`config.mk`:
```
export PLATFORM = sky130hd
export DESIGN_NAME = full_logic
export DESIGN_NICKNAME = d
export VERILOG_FILES = /design/src/rtl/full_logic.sv
export SDC_FILE = /design/constraint.sdc
export NUM_CORES = 1
export LEC_CHECK = 0
export BUFFER_PORTS_ARGS = -buffer_cell sky130_fd_sc_hd__clkbuf_2
export CORE_MARGIN = 10
export CORE_UTILIZATION = 56
export CTS_BUF_LIST = sky130_fd_sc_hd__clkbuf_4
export DETAILED_ROUTE_END_ITERATION = 10
export GPL_ROUTABILITY_DRIVEN = 1
export PLACE_DENSITY = 0.84
export SLEW_MARGIN = 15
export SYNTH_ARGS = -nofsm -noshare
export SYNTH_HDL_FRONTEND = slang
export SYNTH_SLANG_ARGS = --single-unit
```
`constraint.sdc`:
```
create_clock -name clk_w -period 5.1 [get_ports clk_w]
set_input_delay 0.255 -clock clk_w [delete_from_list [all_inputs] [get_ports clk_w]]
set_output_delay 0.255 -clock clk_w [all_outputs]
set_load 0.005 [all_outputs]
```
`src/rtl/full_logic.sv`:
```
// Write-domain full-flag generator for the asynchronous FIFO: synchronises the Gray read pointer into
// clk_w and registers FIFO_full, write_adr_gray and wr_count. Define FULL_LOGIC_ALMOST_FULL_EN for almost_full.
module full_logic #(
   parameter int depth             = 8,
   parameter int adr_width         = $clog2(depth),
   parameter int sync_stages       = 2,
   parameter int almost_full_level = depth - 2
) (
   input  logic                 clk_w,
   input  logic                 reset,
   input  logic                 write,
   input  logic [adr_width:0]   write_adr,
   input  logic [adr_width:0]   read_adr_gray,
   output logic [adr_width:0]   write_adr_gray,
   output logic                 FIFO_full,
`ifdef FULL_LOGIC_ALMOST_FULL_EN
   output logic [adr_width:0]   wr_count,
   output logic                 almost_full
`else
   output logic [adr_width:0]   wr_count
`endif
);

   typedef logic [adr_width:0] ptr_t;

   if (depth < 4 || (depth & (depth - 1)) != 0 || sync_stages < 2 || sync_stages > 4 ||
       almost_full_level < 1 || almost_full_level > depth - 1) begin : g_bad_params
      $error("full_logic: illegal parameter value");
   end

   function automatic ptr_t gray_to_bin(input ptr_t g);
      ptr_t b;
      b = g;
      for (int i = adr_width - 1; i >= 0; i--) begin
         b[i] = b[i + 1] ^ g[i];
      end
      return b;
   endfunction

   ptr_t sync_q [sync_stages];
   ptr_t sync_d [sync_stages];
   ptr_t write_adr_gray_q, write_adr_gray_d;
   ptr_t wr_count_q, wr_count_d;
   logic full_q, full_d;

   logic wr_eff;
   ptr_t wnext, wgnext, rg_sync, rb_sync, occupancy;

   always_comb begin
      wr_eff    = write & ~full_q;
      wnext     = write_adr + {{adr_width{1'b0}}, wr_eff};
      wgnext    = wnext ^ (wnext >> 1);
      rg_sync   = sync_q[sync_stages - 1];
      rb_sync   = gray_to_bin(rg_sync);
      occupancy = wnext - rb_sync;

      // Pure shift register: nothing may sit between synchroniser stages.
      sync_d[0] = read_adr_gray;
      for (int i = 1; i < sync_stages; i++) begin
         sync_d[i] = sync_q[i - 1];
      end

      write_adr_gray_d = wgnext;
      // Full when the next write pointer is one lap ahead of the read pointer.
      full_d     = (wgnext == {~rg_sync[adr_width:adr_width-1], rg_sync[adr_width-2:0]});
      wr_count_d = occupancy;
   end

   always_ff @(posedge clk_w or negedge reset) begin
      if (!reset) begin
         // NOTE: the synchroniser array is cleared element by element; unlike RAM it must reset.
         for (int i = 0; i < sync_stages; i++) begin
            sync_q[i] <= '0;
         end
         write_adr_gray_q <= '0;
         wr_count_q       <= '0;
         full_q           <= 1'b0;
      end else begin
         // NOTE: non-blocking so every stage samples its predecessor's old value.
         sync_q           <= sync_d;
         write_adr_gray_q <= write_adr_gray_d;
         wr_count_q       <= wr_count_d;
         full_q           <= full_d;
      end
   end

   assign write_adr_gray = write_adr_gray_q;
   assign FIFO_full      = full_q;
   assign wr_count       = wr_count_q;

`ifdef FULL_LOGIC_ALMOST_FULL_EN
   localparam ptr_t af_level = ptr_t'(almost_full_level);

   logic almost_full_q, almost_full_d;

   always_comb begin
      almost_full_d = (occupancy >= af_level);
   end

   always_ff @(posedge clk_w or negedge reset) begin
      if (!reset) begin
         almost_full_q <= 1'b0;
      end else begin
         almost_full_q <= almost_full_d;
      end
   end

   assign almost_full = almost_full_q;
`endif

endmodule

```
==> results of run 1 <==
==> what timing repair did <==
| item | in CTS | in global routing |
|---|---|---|
| hold buffers | 1 | 0 |
| endpoints found under the setup margin | 0 | 0 |
| hold endpoints to repair | 17 | 0 |
==> layout by cell type (no fill, tap or decap), drive strengths merged <==
cell	instances
a211oi	1
a21boi	1
a21o	1
a21oi	1
clkbuf	23
dfrtp	17
dlygate4sd3	1
fa	1
ha	5
inv	6
nand3	2
nor2b	1
or3	1
xnor2	11
xor2	5
==> sequential cells by signal, indices dropped and copies added (netlist names) <==
signal          count
rg_sync             4
sync_d              4
wr_count            4
write_adr_gray      4
FIFO_full           1
==> layout make-up <==
type | count | area share
repair buffers | 20 | 0.118
clock buffers | 4 | 0.0337
flip-flops and latches | 17 | 0.478
inverters | 6 | 0.0253
well taps | 15 | 0.0211
multi-input cells | 30 | 0.324
==> worst max path at each step <==
stage,end,slack (ns),depth (start not counted),start
floorplan,FIFO_full$_DFF_PN0_,3.28,7,FIFO_full$_DFF_PN0_
global placement,wr_count[3]$_DFF_PN0_,3.19,8,rg_sync[3]$_DFF_PN0_
detailed placement,FIFO_full$_DFF_PN0_,3.11,7,FIFO_full$_DFF_PN0_
CTS,FIFO_full$_DFF_PN0_,3.07,7,FIFO_full$_DFF_PN0_
global route,wr_count[3]$_DFF_PN0_,2.96,7,FIFO_full$_DFF_PN0_
finish,FIFO_full$_DFF_PN0_,3.08,7,FIFO_full$_DFF_PN0_
==> routing by layer <==
layer / global-route usage / vias to the layer above / part of all wire
li1: - / 214 / -
met2: 0.154 / 15 / 0.49
met1: 0.0687 / 210 / 0.39
met5: 0 / - / 0
met3: 0.0449 / 0 / 0.12
met4: 0.0309 / 0 / 0
==> kinds of logic (layout without fill, tap and decap cells) <==
family | Yosys count | in the layout | share of synthesized area
DFF | 17 | 17 | 0.577
xor gates and xnor gates | 16 | 16 | 0.200
adders and majority gates | 6 | 6 | 0.112
buffers and inverters | 6 | 30 | 0.0306
AOI/OAI and AO/OA | 4 | 4 | 0.0492
and+or+nand+nor | 4 | 4 | 0.0306
==> power by group <==
| part | leakage (uW) | switching, uW | total, uW | internal (uW) |
|---|---|---|---|---|
| sequential | 0.000200 | 7.04 | 164 | 157 |
| combinational | 0.000226 | 41.3 | 82.9 | 41.6 |
| clock | 0.0000184 | 39.6 | 75.2 | 35.6 |
==> per-stage QoR <==
| step | utilization | hold WS (ns) | worst slack (ns) | cell area [um2] |
|---|---|---|---|---|
| 6_report | 0.702 | 0.0733 | 3.08 | 891 |
| 5_1_grt | 0.702 | 0.0550 | 2.96 | 891 |
| 4_1_cts | 0.702 | 0.0675 | 3.07 | 891 |
| 3_5_place_dp | 0.671 | 0.204 | 3.11 | 851 |
| 3_3_place_gp | 0.671 | 0.197 | 3.19 | 851 |
| 2_1_floorplan | - | -0.0406 | 3.28 | 737 |
==> results.json, run 1 <==
{
  "start_kind": "register",
  "worst_pin_slew_ns": 0.399,
  "rrSetupSlack_ns": 3.08,
  "netlist_area_um2": 737,
  "io_pins": 20,
  "post_cts_buffers": 0,
  "slew_violations": 0,
  "grt_pass1_vias": 517,
  "synth.distinct_cells": 14,
  "clk_latency_ns": 0.28,
  "min_to": "sync_d[0]$_DFF_PN0_",
  "yosys_warnings": 0,
  "end_kind": "register",
  "setup_viol": 0,
  "antenna_found_initial": 0,
  "synth_top_cell_by_area": "dfrtp_1",
  "cts.sinks": 17,
  "grt_pass1_wl_um": 2160,
  "finalSetupTns_ns": 0,
  "rr_worst_depth": 7,
  "drc_errors": 0,
  "final_cells": 92,
  "whs_path_depth": 1,
  "initial_core_util": 0.581,
  "num_vias": 439,
  "dp_hpwl_um": 967,
  "power.density_nw_per_um2": 361,
  "synth_top_cell_area_share": 0.577,
  "synth_nets": 70,
  "rows": 13,
  "r2r_start": "FIFO_full$_DFF_PN0_",
  "dieArea_um2": 3170,
  "crit_path_top_delay_cell": "dfrtp_1",
  "cap_violations": 0,
  "portBuffers": 19,
  "cts-buffers-inserted": 3,
  "peakVddDrop_uv": 201,
  "wl_um": 1190,
  "worst_hold_path_type": "in -> reg",
  "cts_tree": "yes",
  "dieWidth_um": 56.3,
  "antenna_cells": 0,
  "status": "finished clean",
  "cts_resized": 0,
  "crit_top_cell": "ha_1",
  "synth_edf_count": 0,
  "drtIter0Drc": 3,
  "crit_fanout": 3,
  "cts_max_level": 1,
  "path_clk_slew_ns": 0.10,
  "yosysSeqAreaShare": 0.577,
  "post-synth-top-count-cell": "dfrtp_1",
  "max_stage_delay_ns": 0.39,
  "avgSynthCellArea_um2": 13.9,
  "postSynthCellCount": 53,
  "hold_violations": 0,
  "core_um2": 1270,
  "ys.flop_type": "dfrtp_1",
  "cp_cell_sequence": "nor2b_1 > ha_1 > ha_1 > xor2_2 > xor2_1 > or3_1 > a211oi_2",
  "rsz0062_at_grt": "false",
  "ant_nets": 0,
  "critical_path.top_delay_family": "simple AND/OR/NAND/NOR gates",
  "period_needed_ns": 2.02,
  "hold_path_startpoint": "read_adr_gray[0]",
  "wl_per_cell_um": 12.9,
  "timing.fmax_ghz": 0.495,
  "crit_type": "reg -> reg",
  "dp_cells": 87,
  "p_total_uw": 322,
  "gr-total-overflow": 0,
  "final-seq-area_um2": 425,
  "async_reset_ff_frac": 1.00,
  "cts-root-buf": "clkbuf_4",
  "drive_gt1_frac": 0.338,
  "synth_commonest_cells": "dfrtp_1 (17), xnor2_1 (11), inv_1 (6)",
  "grt_usage": 0.0817,
  "multiInputGateArea_um2": 289,
  "crit_buf_inv": 0,
  "vias_per_cell": 4.77,
  "die-height_um": 56.3,
  "max-slew-margin-rel": 0.734,
  "rr_endpoint": "FIFO_full$_DFF_PN0_",
  "n_fill_cell": 85,
  "nets": 95,
  "grt_max_degree": 18,
  "fin_skew_ns": 0.00507,
  "gp_congestion": 0.716,
  "power_leakage_uw": 0.000444,
  "min_period_over_period": 0.396,
  "drtPass1Iterations": 2,
  "synth_area_leaders": "dfrtp_1 (58%), xnor2_1 (13%), ha_1 (8.5%)",
  "ys_ff_latch": 17,
  "area_growth_pct": 20.9,
  "cts_buffer_depth": 2,
  "cp_data_arrival_time_ns": 2.22,
  "required_ns": 5.30
}
(Power assumes the default switching activity.)
==> run 2, diff against run 1 <==
- CORE_ASPECT_RATIO: default -> 0.9
- CORE_UTILIZATION: 56 -> 47
- PLACE_DENSITY: 0.84 -> 0.76
- clock period: 5.1 -> 1.85 ns (I/O delays scaled with it)
==> run 2 against run 1 <==
Against the previous run:
- the run now ends with negative setup slack left
- utilization grew 0.72 points
- count of clock-buffer cells in the layout is the same
- worst setup slack lost 3.1 ns
- power grew to 2.9 times the previous value
- die area grew 12%
==> results.json, run 2 (same netlist as run 1, synthesis figures left out) <==
{
  "status": "finished with violations",
  "failed_checks": "negative setup slack",
  "p_total_uw": 931,
  "fin_skew_ns": 0.00359,
  "cts_max_level": 1,
  "nets": 107,
  "max_stage_delay_ns": 0.39,
  "peakVddDrop_uv": 544,
  "drtIter0Drc": 3,
  "fin_ws_ns": -0.0355,
  "timing.fmax_ghz": 0.530,
  "final_common_cell": "clkbuf_2",
  "grt_pass1_vias": 536,
  "rsz0062_at_grt": "true",
  "gp_congestion": 0.742,
  "drc_errors": 0,
  "slew_violations": 0,
  "whs_path_depth": 2,
  "dp_hpwl_um": 1060,
  "core_um2": 1460,
  "vias_per_cell": 4.80,
  "ant_nets": 0,
  "cts-root-buf": "clkbuf_4",
  "dieArea_um2": 3550,
  "gr-total-overflow": 0,
  "wl_per_cell_um": 13.4,
  "portBuffers": 19,
  "grt_max_degree": 18,
  "grt_usage": 0.0847,
  "cts_buffer_depth": 2,
  "dieWidth_um": 61.7,
  "clk_latency_ns": 0.28,
  "setup_viol": 1,
  "max-slew-margin-rel": 0.736,
  "crit_cells": 7,
  "layout_common_cells": "clkbuf_2 (19), dfrtp_1 (17), xnor2_1 (10)",
  "area_growth_pct": 40.9,
  "min_period_over_period": 1.02,
  "crit_type": "reg -> reg",
  "critical_path.top_delay_family": "simple AND/OR/NAND/NOR gates",
  "antenna_found_initial": 0,
  "holdWs_ns": 0.0475,
  "hold_violations": 0,
  "cap_violations": 0,
  "wl_um": 1390,
  "antenna_cells": 0,
  "crit_path_top_delay_cell": "dfrtp_1",
  "path_clk_slew_ns": 0.09,
  "worst_hold_path_type": "in -> reg",
  "power_leakage_uw": 0.000507,
  "cts.sinks": 17,
  "crit_buf_inv": 0,
  "io_pins": 20,
  "rr_worst_depth": 7,
  "power.density_nw_per_um2": 897,
  "crit_fanout": 3,
  "period_needed_ns": 1.89,
  "grt_pass1_wl_um": 2310,
  "die-height_um": 57.6,
  "cp_cell_sequence": "nor2b_1 > ha_2 > ha_4 > xor2_4 > xor2_1 > or3_1 > a211oi_2",
  "initial_core_util": 0.503,
  "cp_data_arrival_time_ns": 2.08,
  "cts_tree": "yes",
  "num_vias": 499,
  "drive_gt1_frac": 0.449,
  "drtPass1Iterations": 3,
  "cts-buffers-inserted": 3,
  "rows": 13,
  "start_kind": "register",
  "required_ns": 2.05,
  "worst_pin_slew_ns": 0.396,
  "end_kind": "register"
}
run 2: cell count changes in the layout (fill, tap and decap cells not counted), moves of 2 or more:
cell / delta
dlygate4sd3_1: +4
buf_4: +8
ha_1: -3
ha_2: +2
run 2: per-stage QoR:
step           instances  area (um2)  setup slack, ns  setup TNS (ns)   util
2_1_floorplan         53         737           0.0329               0      -
3_3_place_gp          92         888           0.0144               0  0.607
3_5_place_dp          92         888          -0.0657          -0.124  0.607
4_1_cts              102        1010           0.0108               0  0.692
5_1_grt              104        1040           -0.107          -0.148  0.709
6_report             104        1040          -0.0355         -0.0355  0.709
run 2: layout make-up:
class,instances,area [um2]
well taps,15,18.8
multi-input cells,30,337
flip-flops and latches,17,425
repair buffers,32,205
inverters,6,22.5
fillers,113,425
clock buffers,4,30.0
run 2: routing by layer:
metal,vias to the layer above,track usage,share of wire
li1,236,-,-
met1,242,0.0784,0.37
met2,19,0.151,0.53
met3,2,0.0531,0.096
met4,0,0.0191,0.0036
met5,-,0,0
run 2: final timing paths:
| kind | slack, ns | start | to |
|---|---|---|---|
| worst max-delay path | -0.04 | FIFO_full$_DFF_PN0_ | FIFO_full$_DFF_PN0_ |
| worst min-delay path | 0.05 | write_adr[3] | write_adr_gray[3]$_DFF_PN0_ |
| worst max register to register | -0.04 | FIFO_full$_DFF_PN0_ | FIFO_full$_DFF_PN0_ |
| worst min register to register | 0.35 | sync_d[1]$_DFF_PN0_ | rg_sync[1]$_DFF_PN0_ |
| max in group asynchronous | 1.30 | reset | sync_d[2]$_DFF_PN0_ |
| min in group asynchronous | 0.26 | reset | write_adr_gray[0]$_DFF_PN0_ |
run 2: report_power, final:
group          leakage (uW)  switching [uW]  internal (uW)  total, uW
sequential         0.000200            19.5            432        452
clock             0.0000184             102           98.3        201
combinational      0.000288             129            149        279
run 2: timing repair:
| item | in CTS | in global routing |
|---|---|---|
| hold buffers | 5 | 0 |
| setup buffers | 1 | 2 |
| pin swaps | 3 | 3 |
| endpoints found under the hold margin | 21 | 0 |
| setup endpoints to repair | 4 | 4 |
| gates resized for setup | 6 | 2 |
